**src/rtl/atomic_unit.sv**
```systemverilog
// Atomic read-modify-write engine: services one ADD/EXCH/CAS/AND request at a
// time against a single-port memory, with retire and failed-CAS counters.
module atomic_unit #(
  parameter int unsigned ADDR_W = 32,
  parameter int unsigned DATA_W = 32
) (
  input  logic              clk,
  input  logic              rst,
  input  logic              atomic_request,
  input  logic [1:0]        atomic_op,
  input  logic [ADDR_W-1:0] atomic_address,
  input  logic [DATA_W-1:0] atomic_data,
  input  logic [DATA_W-1:0] atomic_compare,
  output logic              atomic_ready,
  output logic [DATA_W-1:0] atomic_result,
  output logic              atomic_error,
  output logic              busy,
  output logic              mem_req,
  output logic              mem_we,
  output logic [ADDR_W-1:0] mem_addr,
  output logic [DATA_W-1:0] mem_wdata,
  input  logic              mem_ack,
  input  logic [DATA_W-1:0] mem_rdata,
  output logic [31:0]       ops_completed,
  output logic [15:0]       cas_fail_count
);

  localparam int unsigned CNT_W     = 32;
  localparam int unsigned CAS_CNT_W = 16;

  localparam logic [1:0] OP_ADD  = 2'd0;
  localparam logic [1:0] OP_EXCH = 2'd1;
  localparam logic [1:0] OP_CAS  = 2'd2;
  localparam logic [1:0] OP_AND  = 2'd3;

  localparam logic [2:0] S_IDLE   = 3'd0;
  localparam logic [2:0] S_READ   = 3'd1;
  localparam logic [2:0] S_MODIFY = 3'd2;
  localparam logic [2:0] S_WRITE  = 3'd3;
  localparam logic [2:0] S_DONE   = 3'd4;

  logic [2:0]        state;
  logic [2:0]        state_next;
  logic [1:0]        op_q;
  logic [ADDR_W-1:0] addr_q;
  logic [DATA_W-1:0] data_q;
  logic [DATA_W-1:0] cmp_q;
  logic [DATA_W-1:0] old_q;

  logic [DATA_W-1:0] new_val;
  logic [ADDR_W-1:0] addr_cur;
  logic              cas_fail;
  logic              mem_req_next;

  // State register
  always_ff @(posedge clk or posedge rst) begin
    if (rst) state <= S_IDLE;
    else     state <= state_next;
  end

  // Next state and modify datapath
  always_comb begin
    state_next = state;
    new_val    = old_q;
    cas_fail   = 1'b0;
    addr_cur   = addr_q;
    case (state)
      S_IDLE: begin
        addr_cur = atomic_address;
        if (atomic_request)
          state_next = (atomic_address[1:0] != 2'b00) ? S_DONE : S_READ;
      end
      S_READ: if (mem_ack) state_next = S_MODIFY;
      S_MODIFY: begin
        case (op_q)
          OP_ADD:  new_val = old_q + data_q;
          OP_EXCH: new_val = data_q;
          OP_AND:  new_val = old_q & data_q;
          OP_CAS:  new_val = data_q;
          default: new_val = old_q;
        endcase
        cas_fail   = (op_q == OP_CAS) && (old_q != cmp_q);
        state_next = cas_fail ? S_DONE : S_WRITE;
      end
      S_WRITE: if (mem_ack) state_next = S_DONE;
      S_DONE:  state_next = S_IDLE;
      default: state_next = S_IDLE;
    endcase
  end

  assign mem_req_next = (state_next == S_READ) || (state_next == S_WRITE);

  // Request capture; old value cleared at accept so a misaligned retire reports 0
  always_ff @(posedge clk or posedge rst) begin
    if (rst) begin
      op_q   <= 2'd0;
      addr_q <= '0;
      data_q <= '0;
      cmp_q  <= '0;
      old_q  <= '0;
    end else begin
      if (state == S_IDLE && atomic_request) begin
        op_q   <= atomic_op;
        addr_q <= atomic_address;
        data_q <= atomic_data;
        cmp_q  <= atomic_compare;
        old_q  <= '0;
      end
      if (state == S_READ && mem_ack) old_q <= mem_rdata;
    end
  end

  // Registered outputs, decoded from the state being entered
  always_ff @(posedge clk or posedge rst) begin
    if (rst) begin
      mem_req        <= 1'b0;
      mem_we         <= 1'b0;
      mem_addr       <= '0;
      mem_wdata      <= '0;
      atomic_ready   <= 1'b0;
      atomic_error   <= 1'b0;
      atomic_result  <= '0;
      busy           <= 1'b0;
      ops_completed  <= '0;
      cas_fail_count <= '0;
    end else begin
      mem_req      <= mem_req_next;
      mem_we       <= (state_next == S_WRITE);
      mem_addr     <= mem_req_next ? addr_cur : '0;
      if (state_next == S_WRITE)
        mem_wdata <= (state == S_MODIFY) ? new_val : mem_wdata;
      else
        mem_wdata <= '0;
      atomic_ready  <= (state_next == S_DONE);
      atomic_error  <= (state == S_IDLE) && (state_next == S_DONE);
      atomic_result <= (state_next == S_DONE && state != S_IDLE) ? old_q : '0;
      busy          <= (state_next != S_IDLE);
      if (state_next == S_DONE)
        ops_completed <= ops_completed + CNT_W'(1);
      if (cas_fail && cas_fail_count != 16'hFFFF)
        cas_fail_count <= cas_fail_count + CAS_CNT_W'(1);
    end
  end

endmodule

```
**config.mk**
```make
export PLATFORM = sky130hd
export DESIGN_NAME = atomic_unit
export DESIGN_NICKNAME = d
export VERILOG_FILES = /design/src/rtl/atomic_unit.sv
export SDC_FILE = /design/constraint.sdc
export NUM_CORES = 1
export LEC_CHECK = 0
export ABC_AREA = 1
export CORE_ASPECT_RATIO = 0.8
export CORE_MARGIN = 2
export CORE_UTILIZATION = 55
export CTS_BUF_LIST = sky130_fd_sc_hd__clkbuf_16
export DETAILED_ROUTE_END_ITERATION = 7
export PLACE_DENSITY = 0.84
export SETUP_SLACK_MARGIN = 0.05
export SLEW_MARGIN = 20
export SYNTH_ARGS = -nofsm -noshare
export SYNTH_HDL_FRONTEND = slang
export SYNTH_SLANG_ARGS = --single-unit
```
**constraint.sdc**
```tcl
create_clock -name clk -period 15.9 [get_ports clk]
set_input_delay 1.59 -clock clk [delete_from_list [all_inputs] [get_ports clk]]
set_output_delay 1.59 -clock clk [all_outputs]
set_load 0.05 [all_outputs]
```
## Word-level counts from Yosys, hierarchy flattened

Cells that the tools add are included.

| storage, ports and cells | value |
|---|---|
| register bits | 282 |
| input port bits | 134 |

| operators by class | value |
|---|---|
| add/sub/neg operators | 3 |
| eq/ne operators | 12 |
| muxes and demuxes | 15 |
| bitwise logic cells | 1 |
| reduce and logical (&&, ||, !) cells | 14 |

Operators with widths:

| kind | number |
|---|---|
| $mux W32 | 7 |
| $pmux W32 S3 | 1 |
| $add A32 B1 Y32 const B | 1 |
| $add A32 B32 Y32 | 1 |
| $and A32 B32 Y32 | 1 |
| $ne A32 B32 Y1 | 1 |
| $add A16 B1 Y16 const B | 1 |
| $ne A16 B16 Y1 const B | 1 |
| $mux W3 | 5 |
| $pmux W3 S4 | 1 |
| $eq A3 B2 Y1 const B | 3 |
| $eq A3 B1 Y1 const B | 2 |
| $logic_and A1 B1 Y1 | 6 |
| $reduce_bool A3 Y1 | 2 |
| $eq A2 B2 Y1 const B | 2 |
| $reduce_bool A2 Y1 | 2 |
| $eq A3 B3 Y1 const B | 1 |
| $logic_not A3 Y1 | 1 |
| $eq A2 B1 Y1 const B | 1 |
| $logic_not A2 Y1 | 1 |
| $ne A2 B1 Y1 const B | 1 |
| $reduce_or A2 Y1 | 1 |
| $logic_or A1 B1 Y1 | 1 |
| $mux W1 | 1 |

## Logic depth before layout (Yosys ltp)

| logic depth | value |
|---|---|
| depth after elaboration | 7 |
| gate-level depth with buffers | 14 |

## Least setup slack after synthesis

No wires, ideal clock.

| path | value |
|---|---|
| path kind | input port to flip-flop |
| start point | input atomic_address[0] |
| end point | register ops_completed[2] |
| arrival | 2.418 ns |
| data required time | 15.773 ns |
| path slack | 13.354 ns |
| cell stages on the path | 7 |
| cells stage by stage | nor2_1 -> nor2_1 -> a31oi_1 -> nand2_2 -> buf_2 -> nand2_1 -> o21ai_0 |

| on the way | value |
|---|---|
| longest elaborated chain between the ends | 5 |

Ends and longest elaborated chain:

| what | RTL line | source |
|---|---|---|
| from (decl) | 11 | `input logic [ADDR_W-1:0] atomic_address,` |
| $reduce_bool A2 Y1 | 71 | `state_next = (atomic_address[1:0] != 2'b00) ? S_DONE : S_READ;` |
| $mux W3 | 71 |  |
| $mux W3 | 70 | `if (atomic_request)` |
| $pmux W3 S4 | 67 | `case (state)` |
| $eq A3 B3 Y1 | 138 | `if (state_next == S_DONE)` |
| to (signal assigned) | 139 | `ops_completed <= ops_completed + CNT_W'(1);` |
| to (decl) | 24 | `output logic [31:0] ops_completed,` |

Every way passes these cells.
A chain may end at the register's enable or synchronous reset.

## Worst setup path in the final report

| path | value |
|---|---|
| start point | input atomic_request |
| end point | register ops_completed[13] |

| on the way | value |
|---|---|
| longest elaborated chain between the ends | 3 |

Ends and longest elaborated chain:

| what | RTL line | source |
|---|---|---|
| from (decl) | 9 | `input logic atomic_request,` |
| $mux W3 | 70 |  |
| $pmux W3 S4 | 67 |  |
| $eq A3 B3 Y1 | 138 |  |

Every way passes these cells.

==> results.toml <==
[worst_setup_path]
arrival_ps = 4280
setup.worst_path.class = "input pin to register"
start_kind = "input pin"
cp_max_fo = 69
end_kind = "register"
critPathTopFamily = "buffers and inverters"
r2r_slack_ps = 12460
path_cells = "clkdlybuf4s50_1 -> nand3_2 -> buf_4 -> nor2_1 -> a31oi_1 -> nand2_2 -> inv_2 -> nand2_1 -> nand2_1"
worst-path-buf-inv = 3
required_ps = 16400
worstSetupPathDepth = 9
cp_slowest_cell = "buf_4"
cp_slowest_stage_delay_ps = 590
r2r_cells = 6
crit_top_cell = "nand2_1"

[clock_tree]
clk_pin_slew_worst_paths_ps = 70
cts_buffers = 28
clock_latency_ps = 570
ctsResizeCount = 0
clk_path_buf_depth = 3
cts_sinks = 282
h-tree-depth = 1
postCtsSetupRepairBufs = 0
root_buffer = "clkbuf_16"
tritoncts = "yes"
hold_buffers = 0

[yosys]
ys_seq_elements = 282
async_flop_share_pct = 100.0
synth.most_common_cell = "nand2_1"
synth_area_mm2 = 0.01504
synth_top_area_share_pct = 46.92
ys_types = 37
synth_edf_count = 0
syn_area_per_cell_um2 = 7.623
synth_fp_nets = 2145
ys_seq_area_share_pct = 46.92
yosys-top-cells-area = "dfrtp_1 (47%), nand2_1 (17%), inv_1 (6.3%)"
synth_common_cells = "nand2_1 (666), dfrtp_1 (282), inv_1 (254), nor2_1 (146), o21ai_0 (134)"
yosysTopAreaCell = "dfrtp_1"
yosysWarnings = 0
synthFlopType = "dfrtp_1"
netlist_instances = 1973

[die]
die_w_um = 188.9
core_mm2 = 0.02709
die_y_um = 151.9
num_rows = 54
start_util_pct = 55.51
dieArea_mm2 = 0.02869
io_pins = 283

[route]
wl_per_cell_um = 16.73
totalWireLength_um = 43720
num_vias = 14119
vias_per_cell = 5.403
drt-pass1-iter-count = 6
antenna_left = 0
dr.first_iter.drc_count = 1210
drc_errors = 0

[sta]
fin_crit_sh_pct = 23.76
tightest_slew_ps = 1090
final-setup-viol-count = 0
tns_ps = 0
clock-skew-final_ps = 12.88
drv_slew = 0
fin_crit_ps = 3778
clock.fmax_mhz = 264.7
setup_slack_ps = 12120
max_slew_margin_pct = 27.33
finalHoldViolCount = 0
rsz0062_at_grt = "no"

[grt]
grt_pass1_vias = 13544
grt_overflow = 0
antenna_found_initial = 10
grt_use_total_pct = 30.17
grt_max_degree = 126
grt_pass1_wl_um = 69770

[placed_design]
dpl_worst_slack_ps = 11630
gp_congestion = 0.9811
io_buffer_count = 282
dp_hpwl_um = 31230

[layout]
area_growth_pct = 26.00
nets = 2393
drive_above_1_share_pct = 3.525

[outcome]
outcome = "finished, final reports clean"

[power_and_ir_drop]
irDropWorstVdd_uv = 103.2
pwr_density_cell_mw_per_mm2 = 179.9
leakagePower_nw = 9.257

[run]
cap_violations = 0

[hold_path]
whs_path_depth = 2
hold_class = "register to register"
-- cell families after synthesis --
kind of cell	share of synthesized area, %
buffers and inverters	8.835
xor gates and xnor gates	4.659
and+or+nand+nor	27.01
DFF	46.92
AOI/OAI and AO/OA	9.359
adders and majority gates	3.211
-- layer usage --
layer  vias to the layer above  part of all wire, %  global-route usage, %
met5                         -                0.037                      0
met4                         2                  4.2                  12.20
met3                       115                  8.5                  5.983
met2                       625                   44                  46.01
met1                      6669                   43                  42.52
li1                       6708                    -                      -
-- final timing paths --
kind / end / start
min in group asynchronous: atomic_result[19]$_DFF_PP0_ / rst
max in group asynchronous: mem_wdata[11]$_DFFE_PP0P_ / rst
worst min-delay path: addr_q[0]$_DFFE_PP0P_ / addr_q[0]$_DFFE_PP0P_
worst max register to register: op_q[1]$_DFFE_PP0P_ / state[1]$_DFF_PP0_
worst min register to register: addr_q[0]$_DFFE_PP0P_ / addr_q[0]$_DFFE_PP0P_
worst max-delay path: ops_completed[13]$_DFFE_PP0N_ / atomic_request
-- cell type report --
| class | count | area (um2) |
|---|---|---|
| clock buffer | 28 | 700.7 |
| fill | 2104 | 8144 |
| antenna | 8 | 20.02 |
| sequential | 282 | 7057 |
| timing repair buffer | 291 | 2898 |
| inverter | 258 | 979.7 |
| clock inverter | 22 | 180.2 |
| multi-input combinational | 1360 | 6659 |
| tap | 364 | 455.4 |
-- placed cells by master (no fill, tap or decap), types with 21 or more instances in the layout --
cell type	instances
nand2_1	665
xor2_1	55
clkbuf_16	28
nand3_1	115
xnor2_1	25
o21ai_0	134
nor2_1	146
nor3_1	21
a21oi_1	61
a221o_1	30
inv_1	256
clkdlybuf4s50_1	282
ha_1	36
dfrtp_1	282
-- stage by stage --
stage | hold slack, ps | util, % | cells | total power [W] | cell area, um2
after floorplan | 453.3 | - | 1973 | 0.002271 | 15040
after global placement | 468.7 | 66.54 | 2554 | 0.002663 | 18030
after detailed placement | 478.8 | 66.54 | 2554 | 0.002724 | 18030
after CTS | 495.1 | 69.79 | 2604 | 0.003379 | 18910
after global routing | 525.9 | 69.94 | 2613 | 0.003636 | 18950
final | 491.4 | 69.94 | 2613 | 0.003409 | 18950
-- flip-flops by register name, indices dropped and copies added, names as in the netlist, 3 cells and up --
register        flops
addr_q             32
atomic_result      32
cmp_q              32
data_q             32
mem_addr           32
mem_wdata          32
old_q              32
ops_completed      32
cas_fail_count     16
state               3
-- tightest hold or removal path: cells and delay by family (launching register included) --
kind | cells | cell delay [ps]
compound gates | 1 | 60
flops | 1 | 350
simple gates | 1 | 50
-- report_power, final --
group	leakage (nW)	switching [W]	internal (W)
Combinational	5.06	0.00113	0.000542
Clock	0.456	0.000289	0.000354
Sequential	3.74	0.000167	0.000928
(Power assumes the default switching activity.)
